File: src/rtl/adder_error_monitor.sv
// adder_error_monitor
// Collects error statistics for an approximate adder by comparing each
// approximate result against the exact sum over a run of N_SAMPLES samples.
//
// Ports:
//   clk          sole clock, rising edge
//   rst          synchronous active-high reset
//   start        one-cycle request to begin a run (honoured in IDLE and DONE)
//   in_valid     a sample pair is present on approx_sum/exact_sum
//   in_ready     the block accepts a sample this cycle
//   approx_sum   9-bit unsigned approximate-adder result
//   exact_sum    9-bit unsigned exact sum
//   busy         run in progress (RUN or DRAIN)
//   done         results valid and stable
//   sample_cnt   samples accumulated
//   err_cnt      samples with nonzero error
//   err_sum      signed sum of (approx_sum - exact_sum)
//   abs_err_sum  sum of |error|
//   sq_err_sum   sum of error squared
//   max_abs_err  largest |error| seen in the run
module adder_error_monitor #(
  parameter int N_SAMPLES = 65536
) (
  input  logic        clk,
  input  logic        rst,
  input  logic        start,
  input  logic        in_valid,
  output logic        in_ready,
  input  logic [8:0]  approx_sum,
  input  logic [8:0]  exact_sum,
  output logic        busy,
  output logic        done,
  output logic [16:0] sample_cnt,
  output logic [16:0] err_cnt,
  output logic [27:0] err_sum,
  output logic [25:0] abs_err_sum,
  output logic [34:0] sq_err_sum,
  output logic [9:0]  max_abs_err
);

  typedef enum logic [1:0] {IDLE, RUN, DRAIN, DONE} state_t;

  localparam logic [16:0] LAST_IDX = 17'(N_SAMPLES - 1);

  state_t      state;
  logic [16:0] acc_cnt;
  logic        drain_cnt;

  logic        accept;
  logic        start_run;
  logic [10:0] err_c;
  logic [9:0]  abs_c;
  logic [18:0] abs_w;
  logic [18:0] sq_c;

  logic        s1_valid;
  logic [10:0] s1_err;
  logic [9:0]  s1_abs;
  logic [18:0] s1_sq;
  logic        s1_nz;

  // Error arithmetic is done at full width: 11-bit signed difference covers
  // -510..511, its magnitude fits 10 bits and the square fits 19 bits.
  always_comb begin
    accept    = in_valid && in_ready;
    start_run = start && (state == IDLE || state == DONE);
    err_c     = {2'b00, approx_sum} - {2'b00, exact_sum};
    abs_c     = err_c[10] ? 10'(-err_c) : err_c[9:0];
    abs_w     = {9'b0, abs_c};
    sq_c      = abs_w * abs_w;
  end

  // Run control. in_ready is registered: it rises on entry to RUN and falls on
  // the edge that accepts the last sample. DRAIN lasts two cycles so the last
  // sample has passed through both pipeline stages before done rises.
  always_ff @(posedge clk) begin
    if (rst) begin
      state     <= IDLE;
      in_ready  <= 1'b0;
      busy      <= 1'b0;
      done      <= 1'b0;
      acc_cnt   <= '0;
      drain_cnt <= 1'b0;
    end else begin
      case (state)
        IDLE, DONE: begin
          if (start) begin
            state    <= RUN;
            in_ready <= 1'b1;
            busy     <= 1'b1;
            done     <= 1'b0;
            acc_cnt  <= '0;
          end
        end
        RUN: begin
          if (accept) begin
            if (acc_cnt == LAST_IDX) begin
              state     <= DRAIN;
              in_ready  <= 1'b0;
              drain_cnt <= 1'b0;
            end else begin
              acc_cnt <= acc_cnt + 17'd1;
            end
          end
        end
        DRAIN: begin
          if (drain_cnt) begin
            state <= DONE;
            busy  <= 1'b0;
            done  <= 1'b1;
          end else begin
            drain_cnt <= 1'b1;
          end
        end
        default: state <= IDLE;
      endcase
    end
  end

  // Stage 1: register the per-sample metrics of an accepted sample.
  always_ff @(posedge clk) begin
    if (rst) begin
      s1_valid <= 1'b0;
      s1_err   <= '0;
      s1_abs   <= '0;
      s1_sq    <= '0;
      s1_nz    <= 1'b0;
    end else begin
      s1_valid <= accept;
      s1_err   <= err_c;
      s1_abs   <= abs_c;
      s1_sq    <= sq_c;
      s1_nz    <= (err_c != 11'd0);
    end
  end

  // Stage 2: accumulators. A honoured start clears them; bubbles from
  // in_valid gaps leave them untouched.
  always_ff @(posedge clk) begin
    if (rst) begin
      sample_cnt  <= '0;
      err_cnt     <= '0;
      err_sum     <= '0;
      abs_err_sum <= '0;
      sq_err_sum  <= '0;
      max_abs_err <= '0;
    end else if (start_run) begin
      sample_cnt  <= '0;
      err_cnt     <= '0;
      err_sum     <= '0;
      abs_err_sum <= '0;
      sq_err_sum  <= '0;
      max_abs_err <= '0;
    end else if (s1_valid) begin
      sample_cnt  <= sample_cnt + 17'd1;
      err_cnt     <= err_cnt + {16'b0, s1_nz};
      err_sum     <= err_sum + {{17{s1_err[10]}}, s1_err};
      abs_err_sum <= abs_err_sum + {16'b0, s1_abs};
      sq_err_sum  <= sq_err_sum + {16'b0, s1_sq};
      if (s1_abs > max_abs_err) begin
        max_abs_err <= s1_abs;
      end
    end
  end

endmodule

File: config.mk
export PLATFORM = sky130hd
export DESIGN_NAME = adder_error_monitor
export DESIGN_NICKNAME = d
export VERILOG_FILES = /design/src/rtl/adder_error_monitor.sv
export SDC_FILE = /design/constraint.sdc
export NUM_CORES = 1
export LEC_CHECK = 0
export CORE_MARGIN = 1.5
export CORE_UTILIZATION = 52
export CTS_CLUSTER_SIZE = 25
export DETAILED_ROUTE_END_ITERATION = 12
export GPL_TIMING_DRIVEN = 0
export PLACE_DENSITY = 0.75
export SLEW_MARGIN = 15
export SYNTH_ARGS = -nofsm -noshare
export SYNTH_HDL_FRONTEND = slang
export SYNTH_SLANG_ARGS = --single-unit
File: constraint.sdc
create_clock -name clk -period 9.7 [get_ports clk]
set_input_delay 1.94 -clock clk [delete_from_list [all_inputs] [get_ports clk]]
set_output_delay 1.94 -clock clk [all_outputs]
set_load 0.1 [all_outputs]
# Yosys cells after proc, flatten, opt, wreduce, memory -nomap -nowiden
# Cells that the tools add are included.
dict set report word_totals {
  reg_bits 197
  inputBits 22
  output_inout_bits 136
}
dict set report op_classes {
  n_addsub 8
  n_mul 1
  magnitude_cmp 1
  eq_ne 9
  muxes 20
  reduce_logical 16
}
# op count
set ops {}
lappend ops {{$mux 17} 3}
lappend ops {{$add 35x19->35} 1}
lappend ops {{$add 17x1->17 const B} 2}
lappend ops {{$pmux 17 s2} 1}
lappend ops {{$add 28x28->28} 1}
lappend ops {{$add 26x10->26} 1}
lappend ops {{$mul 10x10->19} 1}
lappend ops {{$add 17x1->17} 1}
lappend ops {{$eq 17x16->1 const B} 1}
lappend ops {{$reduce_and 4->1} 3}
lappend ops {{$reduce_bool 11->1} 1}
lappend ops {{$gt 10x10->1} 1}
lappend ops {{$mux 10} 1}
lappend ops {{$ne 2x2->1 const B} 5}
lappend ops {{$neg 10->10} 1}
lappend ops {{$sub 9x9->10} 1}
lappend ops {{$mux 2} 4}
lappend ops {{$pmux 1 s2} 4}
lappend ops {{$mux 1} 6}
lappend ops {{$pmux 2 s3} 1}
lappend ops {{$reduce_and 3->1} 2}
lappend ops {{$reduce_bool 2->1} 3}
lappend ops {{$eq 2x2->1 const B} 2}
lappend ops {{$reduce_or 2->1} 2}
lappend ops {{other kinds (5)} 6}

# Logic depth before layout (Yosys ltp)
dict set report depth {
  word_depth 4
  ltp_mapped 33
  depth_no_buf 33
}

# Worst setup path after synthesis
# OpenSTA, ideal clock, no wires.
dict set report synth_path {
  path_type {in2reg}
  from {input approx_sum[0]}
  to {register s1_sq[18]}
  setup_ns 0.065
  arrival_time_ns 8.272
  path_slack_ns 1.363
  path_stages 28
  path_cell_list {inv_1 > ha_1 > inv_1 > fa_1 > xnor2_1 > nand3b_1 > mux2i_1 > nand3_1 > nor2b_1 > a21oi_2 > xnor2_2 > buf_2 > nor2_1 > fa_1 > fa_1 > fa_1 > fa_1 > inv_1 > fa_1 > inv_1 > ha_1 > nand3_1 > o2111ai_1 > a21o_1 > a21o_1 > a311oi_1 > xnor3_1 > nor2_1}
}
dict set report synth_between {
  elab_chain_len 4
}
# element line_no
set synth_lines {}
lappend synth_lines {{start, declared} 29} ;# input logic [8:0] approx_sum,
lappend synth_lines {{$sub 9x9->10 *} 67} ;# err_c = {2'b00, approx_sum} - {2'b00, exact_sum};
lappend synth_lines {{$neg 10->10} 68} ;# abs_c = err_c[10] ? 10'(-err_c) : err_c[9:0];
lappend synth_lines {{$mux 10 *} 68}
lappend synth_lines {{$mul 10x10->19 *} 70} ;# sq_c = abs_w * abs_w;
lappend synth_lines {{end signal, assigned} 132} ;# s1_sq <= sq_c;
lappend synth_lines {{end, declared} 59} ;# logic [18:0] s1_sq;
# Every way passes the cells marked *; elsewhere a longest branch is shown, timed or not.
# A chain may end at the register's enable or synchronous reset.

# Worst setup path after layout
dict set report layout_path {
  from {input approx_sum[0]}
  to {register s1_sq[17]}
}
dict set report layout_between {
  elab_chain_len 4
}
# element line_no
set layout_lines {}
lappend layout_lines {{$sub 9x9->10 *} 67}
lappend layout_lines {{named net err_c[1]} 51} ;# logic [10:0] err_c;
lappend layout_lines {{$neg 10->10} 68}
lappend layout_lines {{$mux 10 *} 68}
lappend layout_lines {{$mul 10x10->19 *} 70}
# Mark *: on every way through the listed nets, which the timed path passes. The rest lies on a longest branch.

==> metrics.md <==
| Metric | Value |
|---|---|
| GRT overflow | `0` |
| Sequential-to-total area share from yosys stat | `29.0%` |
| RSZ-0062 raised after global routing | `false` |
| Inserted Diodes | `0` |
| Tightest Pin Transition | `1.08 ns` |
| Buffers added on ports | `157` |
| Met1 Use GR | `31.2%` |
| Post-CTS Setup Bufs | `0` |
| Crit path kind | `input pin to register` |
| # Max-Cap Violations | `0` |
| Maximum number of pins on one net before global-route repair | `23` |
| Total die area | `26700 um2` |
| CP required | `10.01 ns` |
| CTS sink cnt | `194` |
| Num CTS Buffers | `17` |
| Most used cell, CP | `inv_1` |
| Grt peak-use layer | `met2` |
| Vias in the first global route | `11100` |
| Starting Density | `53.1%` |
| Routability-driven placement congestion ratio | `0.898` |
| Iteration count of the initial detailed-routing pass | `5` |
| Layout cells sized above 1 | `5.04%` |
| Yosys warnings | `0` |
| DIE HEIGHT | `163 um` |
| Ys async rst share | `0%` |
| Cell variety after synth | `85` |
| HPWL Detailed | `25.9 mm` |
| IO Pins | `158` |
| First-pass GRT wire length | `53.6 mm` |
| Slew headroom | `27.9%` |
| Setup violators final | `0` |
| Fmax | `108 MHz` |
| Top cell type's share of synthesized area | `29.0%` |
| Post-Route WL | `32.9 mm` |
| Non-filler cells, final | `2076` |
| Final Max Slew Viols | `0` |
| Crit Path Max Fanout | `10` |
| Cell Area, Synth | `13400 um2` |
| DRC | `0` |
| Area Growth Syn to Fin | `19.3%` |
| Synthesis-stage register bit count | `194` |
| Leak | `6.57 nW` |
| Tot GR Track Use | `25.1%` |
| Status | `finished clean` |
| Power Density | `354 nW/um2` |
| Min-Delay Path Class | `register to register` |
| Synth area leaders | `dfxtp_1 (29%), ha_1 (12%), fa_1 (7.3%)` |
| Core ar. | `25200 um2` |
| Worst skew pair latency | `0.45 ns` |
| Clock transition at path regs | `0.09 ns` |
| Num rows | `58` |
| CTS tree | `built` |
| Nets@finish | `1936` |
| Mapped Cells | `1553` |
| Skew final | `0.0189 ns` |
| FILL cells | `2132` |
| Met3 Usage GRT | `3.17%` |
| M2 GR Usage | `44.8%` |
| CP peak stage delay | `0.52 ns` |
| CTS max path bufs | `2` |
| Power after layout | `5.66 mW` |
| Type of origin of the critical path | `input pin` |
| Antenna violations before repair | `0` |
| Top_reg_cell synth | `dfxtp_1` |
| DRT iter0 DRCs | `733` |
| CP endpoint kind | `register` |
| Vias | `11400` |
| Most common cell in the netlist | `nor2_1` |
| CTS root buf | `clkbuf_16` |
| CP max stage cell | `fa_1` |
| Crit share post-route | `95.5%` |
| EDFF count, synth | `0` |
| Synth top cells by count | `nor2_1 (211), dfxtp_1 (194), ha_1 (131), inv_1 (124), a21oi_1 (101)` |
| Routed wire per std cell | `15.8 um` |
| Post-CTS sizing | `0` |
| Hold Buf Count CTS | `0` |
| Final hold violation count | `0` |
| Mean number of vias per cell | `5.51` |
| H-tree level count | `4` |
| Area leader, netlist | `dfxtp_1` |
| Avg Cell Area, Syn | `8.62 um2` |
| Arr. time, crit path | `9.57 ns` |
| Die X-Extent | `163 um` |
| Placed insts | `2045` |
| Final Critical Period | `9.26 ns` |
| Post-route ant nets | `0` |
| Max VDD drop | `664 uV` |
==> worst max-delay path: cells and delay by family <==
kind            cells  cell delay [ns]
mux                 1             0.22
compound gates      5             0.97
fa+ha+maj           9             3.33
xor+xnor            2             0.44
simple gates        7             1.36
buf+inv            10             1.31
==> metrics by stage <==
step | TNS [ns] | instance area (um2) | hold slack [ns] | setup WS [ns] | utilization, %
after floorplan | 0 | 13400 | 0.450 | 1.36 | -
after global placement | -0.329 | 15400 | 0.463 | -0.183 | 61.1
after detailed placement | -0.310 | 15400 | 0.466 | -0.176 | 61.1
after CTS | 0 | 15900 | 0.478 | 0.258 | 63.3
after global routing | 0 | 16000 | 0.516 | 0.0564 | 63.4
final | 0 | 16000 | 0.487 | 0.437 | 63.4
==> routing by layer <==
layer / vias up / share of wire (%)
li1: 5680 / -
met1: 5450 / 44
met2: 267 / 50
met3: 46 / 4.0
met4: 0 / 2.0
met5: - / 0
==> final timing paths <==
kind	slack [ns]	from	end	cells after the start
worst max-delay path	0.44	approx_sum[0]	s1_sq[17]$_SDFF_PP0_	34
worst max register to register	6.55	s1_err[9]$_SDFF_PP0_	err_sum[27]$_SDFFE_PP0P_	11
worst min register to register	0.49	acc_cnt[16]$_SDFFE_PP0P_	acc_cnt[16]$_SDFFE_PP0P_	2
worst min-delay path	0.49	acc_cnt[16]$_SDFFE_PP0P_	acc_cnt[16]$_SDFFE_PP0P_	2
==> area by class of cell <==
type | instances | area, um2 | share of cell area [%]
plain buffers | 46 | 186 | 1.17
clock buffers | 17 | 425 | 2.66
clock inverters | 14 | 138 | 0.862
inverters | 126 | 475 | 2.98
multi-input cells | 1192 | 8870 | 55.6
flip-flops and latches | 194 | 3880 | 24.3
well taps | 330 | 413 | 2.59
repair buffers | 157 | 1570 | 9.84
==> report_power, final <==
part | internal [mW] | switching (mW) | total, mW
clock | 0.341 | 0.351 | 0.692
sequential | 0.892 | 0.0490 | 0.941
combinational | 1.71 | 2.31 | 4.02
total | 2.94 | 2.71 | 5.66
==> cell families (layout without fill, tap and decap cells) <==
group           Yosys count  count (layout)  synth area share [%]
compound gates          291             291                  14.5
xor+xnor                126             126                  8.94
fa+ha+maj               180             180                  19.6
buf+inv                 172             360                  4.95
flops                   194             194                  29.0
mux                      46              46                  3.48
other cells               2               7                0.0561
simple gates            542             542                  19.5
==> state kept, by name (all words and copies together) (netlist names), 9 cells and up <==
register and flops:
s1_err 10, acc_cnt 17, sample_cnt 17, err_cnt 17
err_sum 28, s1_sq 17, s1_abs 9, abs_err_sum 26
max_abs_err 10, sq_err_sum 35
==> cells in the final DEF (no fill, tap or decap), types with 24 or more instances in the layout <==
cell / instances
nor2_1: 211
dfxtp_1: 194
clkdlybuf4s50_1: 157
ha_1: 131
inv_1: 124
a21oi_1: 101
nand2_1: 99
xnor2_1: 65
o21ai_0: 52
xor2_1: 50
fa_1: 49
mux2i_1: 45
nand3_1: 43
clkbuf_1: 34
nor3_1: 30
a21o_1: 29
or3_1: 25
and3_1: 24
Power figures use the tool's default switching activity.
